===== src/rtl/comms_pkg.sv =====
// Shared types and constants for the control/data-plane transmit path.
package comms_pkg;

  typedef enum logic [2:0] {
    IDLE,
    HEADER,
    STREAM,
    DONE,
    ABORT,
    WAIT_CLR
  } tx_seq_state_t;

  localparam logic [15:0] ALL_ZERO = 16'h0000;
  localparam logic [15:0] ALL_ONE  = 16'hFFFF;

  typedef logic [15:0] node_id_t;

endpackage


===== src/rtl/data_tx_sequencer.sv =====
// Drains one destination header plus payload words from the tx RAM stack and
// drives them as 32-bit data-plane packets once the control plane grants.
module data_tx_sequencer
  import comms_pkg::*;
#(
  parameter int PKT_WORDS = 5
) (
  input  logic        clk,
  input  logic        rst,
  input  node_id_t    node_id,
  input  logic        data_tx_flag,
  input  logic [15:0] sp_tx_current,
  input  logic [15:0] RAM_tx_data_out,
  output logic        ram_tx_pop,
  output logic [31:0] data_tx_packet,
  output logic        data_tx_valid,
  output logic        data_tx_complete_flag,
  output logic        busy,
  output logic        underflow_err
);

  localparam int CNT_W = $clog2(PKT_WORDS);
  localparam logic [CNT_W-1:0] LAST_WORD = CNT_W'(PKT_WORDS - 1);

  tx_seq_state_t    r_state,     w_state_next;
  logic [15:0]      r_dest_q,    w_dest_next;
  logic [CNT_W-1:0] r_cnt,       w_cnt_next;
  logic [31:0]      r_packet,    w_packet_next;
  logic             r_valid,     w_valid_next;
  logic             r_pop,       w_pop_next;
  logic             r_complete,  w_complete_next;
  logic             r_underflow, w_underflow_next;
  logic             r_busy;

  always_ff @(posedge clk or posedge rst) begin
    if (rst) begin
      r_state     <= IDLE;
      r_dest_q    <= ALL_ZERO;
      r_cnt       <= '0;
      r_packet    <= '0;
      r_valid     <= 1'b0;
      r_pop       <= 1'b0;
      r_complete  <= 1'b0;
      r_underflow <= 1'b0;
      r_busy      <= 1'b0;
    end else begin
      r_state     <= w_state_next;
      r_dest_q    <= w_dest_next;
      r_cnt       <= w_cnt_next;
      r_packet    <= w_packet_next;
      r_valid     <= w_valid_next;
      r_pop       <= w_pop_next;
      r_complete  <= w_complete_next;
      r_underflow <= w_underflow_next;
      r_busy      <= (w_state_next != IDLE);
    end
  end

  // Outputs are registered: a word decided in HEADER/STREAM appears on the
  // following cycle together with its pop, so the RAM advances exactly once.
  always_comb begin
    w_state_next     = r_state;
    w_dest_next      = r_dest_q;
    w_cnt_next       = r_cnt;
    w_packet_next    = r_packet;
    w_valid_next     = 1'b0;
    w_pop_next       = 1'b0;
    w_complete_next  = 1'b0;
    w_underflow_next = r_underflow;
    case (r_state)
      IDLE: begin
        if (data_tx_flag) begin
          if (sp_tx_current != ALL_ZERO) begin
            w_dest_next  = RAM_tx_data_out;
            w_state_next = HEADER;
          end else begin
            w_state_next = ABORT;
          end
        end
      end
      HEADER: begin
        w_packet_next = {r_dest_q, node_id};
        w_valid_next  = 1'b1;
        w_pop_next    = 1'b1;
        w_cnt_next    = CNT_W'(1);
        w_state_next  = STREAM;
      end
      STREAM: begin
        if (!data_tx_flag) begin
          w_state_next = ABORT;
        end else if (sp_tx_current == ALL_ZERO) begin
          w_underflow_next = 1'b1;
          w_state_next     = ABORT;
        end else begin
          w_packet_next = {r_dest_q, RAM_tx_data_out};
          w_valid_next  = 1'b1;
          w_pop_next    = 1'b1;
          // Counter stops on the last word so it never needs to wrap.
          if (r_cnt == LAST_WORD) begin
            w_state_next = DONE;
          end else begin
            w_cnt_next = r_cnt + CNT_W'(1);
          end
        end
      end
      DONE: begin
        w_complete_next = 1'b1;
        w_state_next    = WAIT_CLR;
      end
      ABORT: begin
        w_complete_next = 1'b1;
        w_state_next    = WAIT_CLR;
      end
      WAIT_CLR: begin
        if (!data_tx_flag) begin
          w_state_next = IDLE;
        end
      end
      default: w_state_next = IDLE;
    endcase
  end

  assign ram_tx_pop            = r_pop;
  assign data_tx_packet        = r_packet;
  assign data_tx_valid         = r_valid;
  assign data_tx_complete_flag = r_complete;
  assign busy                  = r_busy;
  assign underflow_err         = r_underflow;

endmodule


===== config.mk =====
export PLATFORM = sky130hd
export DESIGN_NAME = data_tx_sequencer
export DESIGN_NICKNAME = d
export VERILOG_FILES = /design/src/rtl/comms_pkg.sv /design/src/rtl/data_tx_sequencer.sv
export SDC_FILE = /design/constraint.sdc
export NUM_CORES = 1
export LEC_CHECK = 0
export ABC_AREA = 1
export CORE_ASPECT_RATIO = 2
export CORE_UTILIZATION = 25
export DETAILED_ROUTE_END_ITERATION = 8
export GPL_TIMING_DRIVEN = 0
export PLACE_DENSITY = 0.51
export SLEW_MARGIN = 10
export SYNTH_ARGS = -nofsm -noshare
export SYNTH_HDL_FRONTEND = slang
export SYNTH_SLANG_ARGS = --single-unit

===== constraint.sdc =====
create_clock -name clk -period 2.13 [get_ports clk]
set_input_delay 0.426 -clock clk [delete_from_list [all_inputs] [get_ports clk]]
set_output_delay 0.426 -clock clk [all_outputs]
set_load 0.03 [all_outputs]

---- Yosys cells after proc, flatten, opt, wreduce, memory -nomap -nowiden ----
Index checks and enable logic that the tools add are counted.
storage, ports and cells
  register bits ........................... 58
  output and inout port bits .............. 37
  logic and storage cells ................. 46
cells by class
  add/sub/neg operators ................... 1
  eq/ne operators ......................... 9
  multiplexer cells ....................... 18
  reduce and logical (&&, ||, !) cells .... 10
operators with widths
  kind                   count
  $mux W32               2
  $pmux W32 S2           1
  $mux W3                9
  $logic_not A16 Y1      1
  $reduce_bool A16 Y1    1
  $pmux W3 S5            1
  $eq A3 B3 Y1 const B   3
  $reduce_and A3 Y1      3
  $eq A3 B2 Y1 const B   2
  $ne A2 B2 Y1 const B   3
  $pmux W3 S2            1
  $reduce_and A4 Y1      1
  $add A3 B1 Y3 const B  1
  $eq A3 B1 Y1 const B   1
  $logic_not A3 Y1       1
  $mux W1                3
  $reduce_bool A3 Y1     1
  $pmux W1 S2            1
  $reduce_bool A2 Y1     1
  $reduce_or A2 Y1       1

---- Longest topological paths before layout ----
Gate-level depths: netlist (run 1).
  word-level depth ........................ 6
  gate-level depth with buffers ........... 11

---- Worst setup path before layout (run 1) ----
Ideal clock, no wire load.
  path type ............................... input -> register
  from .................................... in sp_tx_current[15]
  to ...................................... reg r_busy (netlist: busy)
  data arrival time ....................... 1.303 ns
  data required time ...................... 2.002 ns
  path slack .............................. 0.699 ns
  stages on the path ...................... 10
  path buffers ............................ 2
  path through ............................ nor2_1 -> nand2_1 -> nor2_4 -> nand2_2 -> nand3_4 -> nand2_4 -> inv_2 -> buf_6 -> buf_12 -> nand3_1
between the ends
  longest elaborated chain between the ends .. 5
RTL lines
  item                                                             line                                              text
  from (decl)                                                      data_tx_sequencer.sv:12                           input logic [15:0] sp_tx_current,
  $logic_not A16 Y1 / $reduce_bool A16 Y1 (equally long branches)  data_tx_sequencer.sv:91, data_tx_sequencer.sv:73
  $mux W3, on equally long branches                                data_tx_sequencer.sv:91, data_tx_sequencer.sv:73
  $mux W3, on equally long branches                                data_tx_sequencer.sv:89, data_tx_sequencer.sv:72
  $pmux W3 S5 *                                                    data_tx_sequencer.sv:70                           case (r_state)
  $reduce_bool A3 Y1 *                                             data_tx_sequencer.sv:55                           r_busy <= (w_state_next != IDLE);
  to (signal assigned)                                             data_tx_sequencer.sv:55
  to (decl)                                                        data_tx_sequencer.sv:33                           logic r_busy;
Every way passes the cells marked *; elsewhere a longest branch is shown, timed or not.
A chain may end at the register's enable or synchronous reset.

---- Final worst setup path (run 1) ----
  from .................................... reg r_pop (netlist: ram_tx_pop)
  to ...................................... out ram_tx_pop
RTL lines
  item                    line                     text
  from (decl)             data_tx_sequencer.sv:30  logic r_pop, w_pop_next;
  from (signal assigned)  data_tx_sequencer.sv:52  r_pop <= w_pop_next;
  to (decl)               data_tx_sequencer.sv:14  output logic ram_tx_pop,
No word-level cell between the ends.

==> impl_metrics.yaml, run 1 <==
yosys:
  syn_area_mm2: 0.00269
  synth_fp_nets: 372
  synth_top_family_by_area: "simple AND/OR/NAND/NOR gates"
  synth_cell_type_count: 20
  synth_xor_area_share_pct: 0
  syn_inst: 319
  yosys.area_share.adder_pct: 0.931
  synth_compound_area_share_pct: 6.98
  synth_top_area_share_pct: 54.0
  seq_area_frac_synth_pct: 54.0
  synth_seq_cells: 58
  syn_area_per_cell_um2: 8.43
  muxShareOfSynthArea_pct: 0
  synth_top_cell_by_area: "dfrtp_1"
  yosys_warnings: 0
  yosys-top-cells-area: "dfrtp_1 (54%), nand2_1 (18%), o21ai_0 (6.7%), nand2_2 (4.9%), inv_1 (3.5%)"
  synthSimpleGateAreaFrac_pct: 29.1
timing:
  clock-skew-final_ps: 4.15
  worst_pin_slew_ps: 510
  final.setup.tns_ps: 0
  slew_violations: 0
  min_period_over_period_pct: 87.2
  max_freq_mhz: 538
  fin_crit_ps: 1860
  slew-limit-headroom_pct: 65.9
  rsz0062_at_grt: "false"
  setup_viol: 0
  finalHoldViolCount: 0
detailed_routing:
  drc: 0
  routedWlPerCell_um: 12.5
  firstDrtPassIters: 4
  finalWirelength_mm: 7.01
  ant_nets: 0
  drt_iter0_drc: 78
  via_count: 2299
  viasPerCell: 4.11
final_layout:
  nNetsFinal: 471
  layout_commonest_cell: "nand2_1"
  antennaDiodeCount: 0
  layout.area.seq_mm2: 0.00145
  multi_input_area_um2: 996
  final_cell_area_mm2: 0.00405
  syn_to_final_growth_pct: 50.6
  fillers: 1138
  final_cell_mix: "nand2_1 (127), clkdlybuf4s50_1 (87), dfrtp_1 (58)"
  drive_gt1_share_pct: 13.9
critical_path:
  path_max_fanout: 2
  critPathArrivalTime_ps: 1430
  cp_slowest_cell: "clkdlybuf4s50_1"
  crit_path_start_kind: "register"
  path_class: "register to output port"
  cp-end-kind: "output port"
  worstPathCellList: "buf_4, clkdlybuf4s50_1"
  crit_buf_inv: 2
  path_delay_family: "buffers and inverters"
  slowest_delay_ps: 670
  required_ps: 1700
cts:
  post-cts-setup-buffers: 0
  cts-htree-levels: 3
  cts_hold_buf: 0
  numCtsBuffers: 9
  post_cts_resized: 0
  path_clk_slew_ps: 50
  cts_buffer_depth: 2
  clk_latency_ps: 320
  cts_tree: "yes"
  cts-root-buf: "clkbuf_16"
  cts.sink_count: 58
die:
  die_x_um: 75.3
  core_area_mm2: 0.0105
  num_rows: 53
  initial_utilization_pct: 25.7
  dieArea_mm2: 0.0112
  io_pins: 88
  fp.dieH_um: 149
worst_hold_path:
  min-delay-path-class: "register to register"
power:
  power_leakage_nw: 1.95
  powerDensity_mw_per_mm2: 1540
  ir_worst_vdd_mv: 0.540
global_route:
  grt_overflow_total: 0
  grt_pass1_wl_mm: 11.7
  grt_pass1_vias: 2425
  track_usage_pct: 14.2
  grt_max_degree: 37
  antenna_found_initial: 0
job:
  cap_violations: 0
placement:
  routabilityCongestion: 0.786
  dpl.hpwl_mm: 5.55
  dpl_cell_area_mm2: 0.00375
  port_buffers: 87
run_status:
  status: "complete, no violations"
-- final timing paths --
kind                                     from            endpoint  slack [ps]  cells past startpoint
hold / removal             data_tx_packet[29]  data_tx_packet[29]         470                      2
max in group asynchronous                 rst            r_cnt[2]        1080                      3
min in group asynchronous                 rst  data_tx_packet[26]         480                      2
hold reg to reg            data_tx_packet[29]  data_tx_packet[29]         470                      2
setup reg to reg                   r_state[2]         r_dest_q[2]         610                      5
setup / recovery                   ram_tx_pop          ram_tx_pop         270                      2
-- cells in the mapped netlist (all sizes together) --
cell type,n
o21bai,1
nor2,18
inv,29
nand2,149
clkbuf,1
buf,13
o21ai,36
or2,1
nand3,10
ha,2
dfrtp,58
nor3,1
-- logic make-up after synthesis --
logic type,Yosys count
flops,58
buf+inv,43
simple gates,179
compound gates,37
fa+ha+maj,2
-- flip-flops by register name, summed over array words and instances, names as in the netlist --
name and count:
data_tx_complete_flag 1, r_state 3, r_dest_q 16, ram_tx_pop 1, busy 1, r_cnt 3, data_tx_packet 32, underflow_err 1
-- area by class of cell --
type / count / share of cell area [%]
inverters: 29 / 2.69
flip-flops and latches: 58 / 35.8
clock buffers: 14 / 6.52
plain buffers: 14 / 3.27
multi-input cells: 218 / 24.6
clock inverters: 2 / 0.865
well taps: 137 / 4.23
repair buffers: 88 / 22.0
-- where the power goes --
| group | switching, mW | internal [mW] |
|---|---|---|
| logic | 1.70 | 1.20 |
| registers | 0.312 | 1.60 |
| clock network | 0.465 | 0.967 |
| total | 2.48 | 3.76 |
-- worst reg2reg max path, delay by kind of cell (launching register included) --
family	cells	cell delay, ps
AOI/OAI and AO/OA	1	70
DFF	1	410
buffers and inverters	1	270
and+or+nand+nor	3	640
-- through the flow --
| stage | utilization (%) | std cells | hold WS, ps | total power [mW] | setup slack, ps |
|---|---|---|---|---|---|
| finish | 38.7 | 560 | 469 | 6.24 | 272 |
| global route | 38.7 | 560 | 500 | 6.69 | 229 |
| CTS | 38.7 | 560 | 474 | 6.36 | 235 |
| detailed placement | 35.8 | 544 | 462 | 4.90 | 116 |
| global placement | 35.6 | 543 | 459 | 4.84 | -848 |
| floorplan | - | 319 | 449 | 3.76 | 276 |
-- per-layer routing --
metal  vias to the layer above  wire [um]  share of wire, %  track usage [%]
met4                         0        317               4.5             8.80
met5                         -          0                 0                0
met1                      1047       2650                38             16.0
met3                        21        223               3.2             1.90
met2                        53       3820                55             24.5
li1                       1178          -                 -                -
Note: power is estimated with default switching activity, not from simulation.
==> run 2: changes to the inputs <==
CORE_ASPECT_RATIO = unset   (was 2)
==> impl_metrics.yaml, run 2 (synthesized netlist as in run 1, its figures left out) <==
timing:
  rsz0062_at_grt: "false"
  slew_violations: 0
  min_period_over_period_pct: 87.1
  clock-skew-final_ps: 7.12
  max_freq_mhz: 539
  whs_ps: 477
  worst_pin_slew_ps: 726
  setup_viol: 0
  finalHoldViolCount: 0
  slew-limit-headroom_pct: 51.6
  fin_crit_ps: 1860
final_layout:
  drive_gt1_share_pct: 14.5
  final_cells: 558
  largest_reg_flops: 32
  nNetsFinal: 470
  layout_commonest_cell: "nand2_1"
  antennaDiodeCount: 0
  syn_to_final_growth_pct: 46.4
  final_cell_mix: "nand2_1 (127), clkdlybuf4s50_1 (87), dfrtp_1 (58)"
  final_cell_area_mm2: 0.00394
global_route:
  grt_util_met2_pct: 19.4
  antenna_found_initial: 0
  grt_pass1_wl_mm: 11.2
  grt_overflow_total: 0
  grtUsageMet1_pct: 18.2
  grt_max_degree: 59
  grt.met3_usage_pct: 4.02
  top_usage_layer: "met2"
  track_usage_pct: 13.2
  grt_pass1_vias: 2244
cts:
  clk_latency_ps: 340
  numCtsBuffers: 9
  cts_buffer_depth: 2
  cts_tree: "yes"
  cts-root-buf: "clkbuf_8"
  cts.sink_count: 58
  path_clk_slew_ps: 70
  post-cts-setup-buffers: 0
  post_cts_resized: 0
  cts-htree-levels: 3
  cts_hold_buf: 0
critical_path:
  crit_buf_inv: 2
  path_delay_family: "buffers and inverters"
  worstPathCellList: "buf_4, clkdlybuf4s50_1"
  cp_slowest_cell: "clkdlybuf4s50_1"
  crit_path_start_kind: "register"
  slowest_delay_ps: 650
  path_max_fanout: 2
  required_ps: 1700
  critPathArrivalTime_ps: 1430
  path_class: "register to output port"
  cp-end-kind: "output port"
detailed_routing:
  finalWirelength_mm: 6.76
  drt_iter0_drc: 56
  via_count: 2304
  drc: 0
  routedWlPerCell_um: 12.1
  viasPerCell: 4.13
  ant_nets: 0
  firstDrtPassIters: 4
job:
  cap_violations: 0
power:
  power_leakage_nw: 1.90
  combinationalPowerShare_pct: 49.8
  seqPwrFrac_pct: 32.2
  p_clk_share_pct: 18.0
  intPower_mw: 3.39
  p_sw_mw: 2.46
  p_sw_share_pct: 42.1
  powerDensity_mw_per_mm2: 1490
  ir_worst_vdd_mv: 0.579
  p_total_mw: 5.85
die:
  initial_utilization_pct: 25.9
  core_area_mm2: 0.0104
  num_rows: 37
  dieArea_mm2: 0.0112
  fp.dieH_um: 106
  die_x_um: 106
  io_pins: 88
worst_hold_path:
  min-delay-path-class: "register to register"
placement:
  dpl.hpwl_mm: 4.87
  dpl_cell_area_mm2: 0.00373
  dp.cells: 542
  port_buffers: 87
  routabilityCongestion: 0.719
run_status:
  status: "complete, no violations"
-- run 2: final timing paths --
kind	startpoint	end	slack (ps)	cells after the start
setup / recovery	ram_tx_pop	ram_tx_pop	270	2
hold / removal	r_dest_q[5]	data_tx_packet[21]	480	2
setup reg to reg	r_state[2]	r_dest_q[13]	530	5
hold reg to reg	r_dest_q[5]	data_tx_packet[21]	480	2
max in group asynchronous	rst	r_dest_q[2]	1080	2
min in group asynchronous	rst	data_tx_packet[25]	550	2
-- run 2: routing by layer --
metal	share of wire [%]	wire [um]
met1	49	3330
met2	44	2960
met3	5.1	346
met4	1.8	121
met5	0	0
-- run 2: area by class of cell --
cell class                      instances  area, um^2
Multi-Input combinational cell        218         996
Buffer                                 14         133
Clock buffer                           11         151
Timing Repair Buffer                   87         871
Tap cell                              136         170
Inverter                               29         111
Sequential cell                        58        1450
Clock inverter                          5        52.6
Fill cell                            1111        6430
-- run 2: power by group through the flow --
stage          Combinational, mW  Sequential [mW]  Clock [mW]
2_1_floorplan               1.31             2.45           0
3_3_place_gp                2.93             1.90           0
3_5_place_dp                2.96             1.90           0
4_1_cts                     2.97             1.89        1.07
5_1_grt                     3.20             1.94        1.14
6_report                    2.91             1.88        1.05
-- run 2: worst min-delay path: cells and delay by family (launching register included) --
family | cells | cell delay [ps]
flops | 1 | 340
simple gates | 2 | 100
-- run 2: per-stage QoR --
step	worst slack, ps	util (%)	setup TNS [ps]
finish	274	38.0	0
global route	225	38.0	0
CTS	246	38.0	0
detailed placement	68.2	36.0	0
global placement	-894	36.0	-51600
floorplan	276	-	0
==> run 3: changes to the inputs <==
GPL_ROUTABILITY_DRIVEN = 1   (was unset)
==> results of run 3 <==
No change in the layout: final DEF, timing and power equal those of run 2.
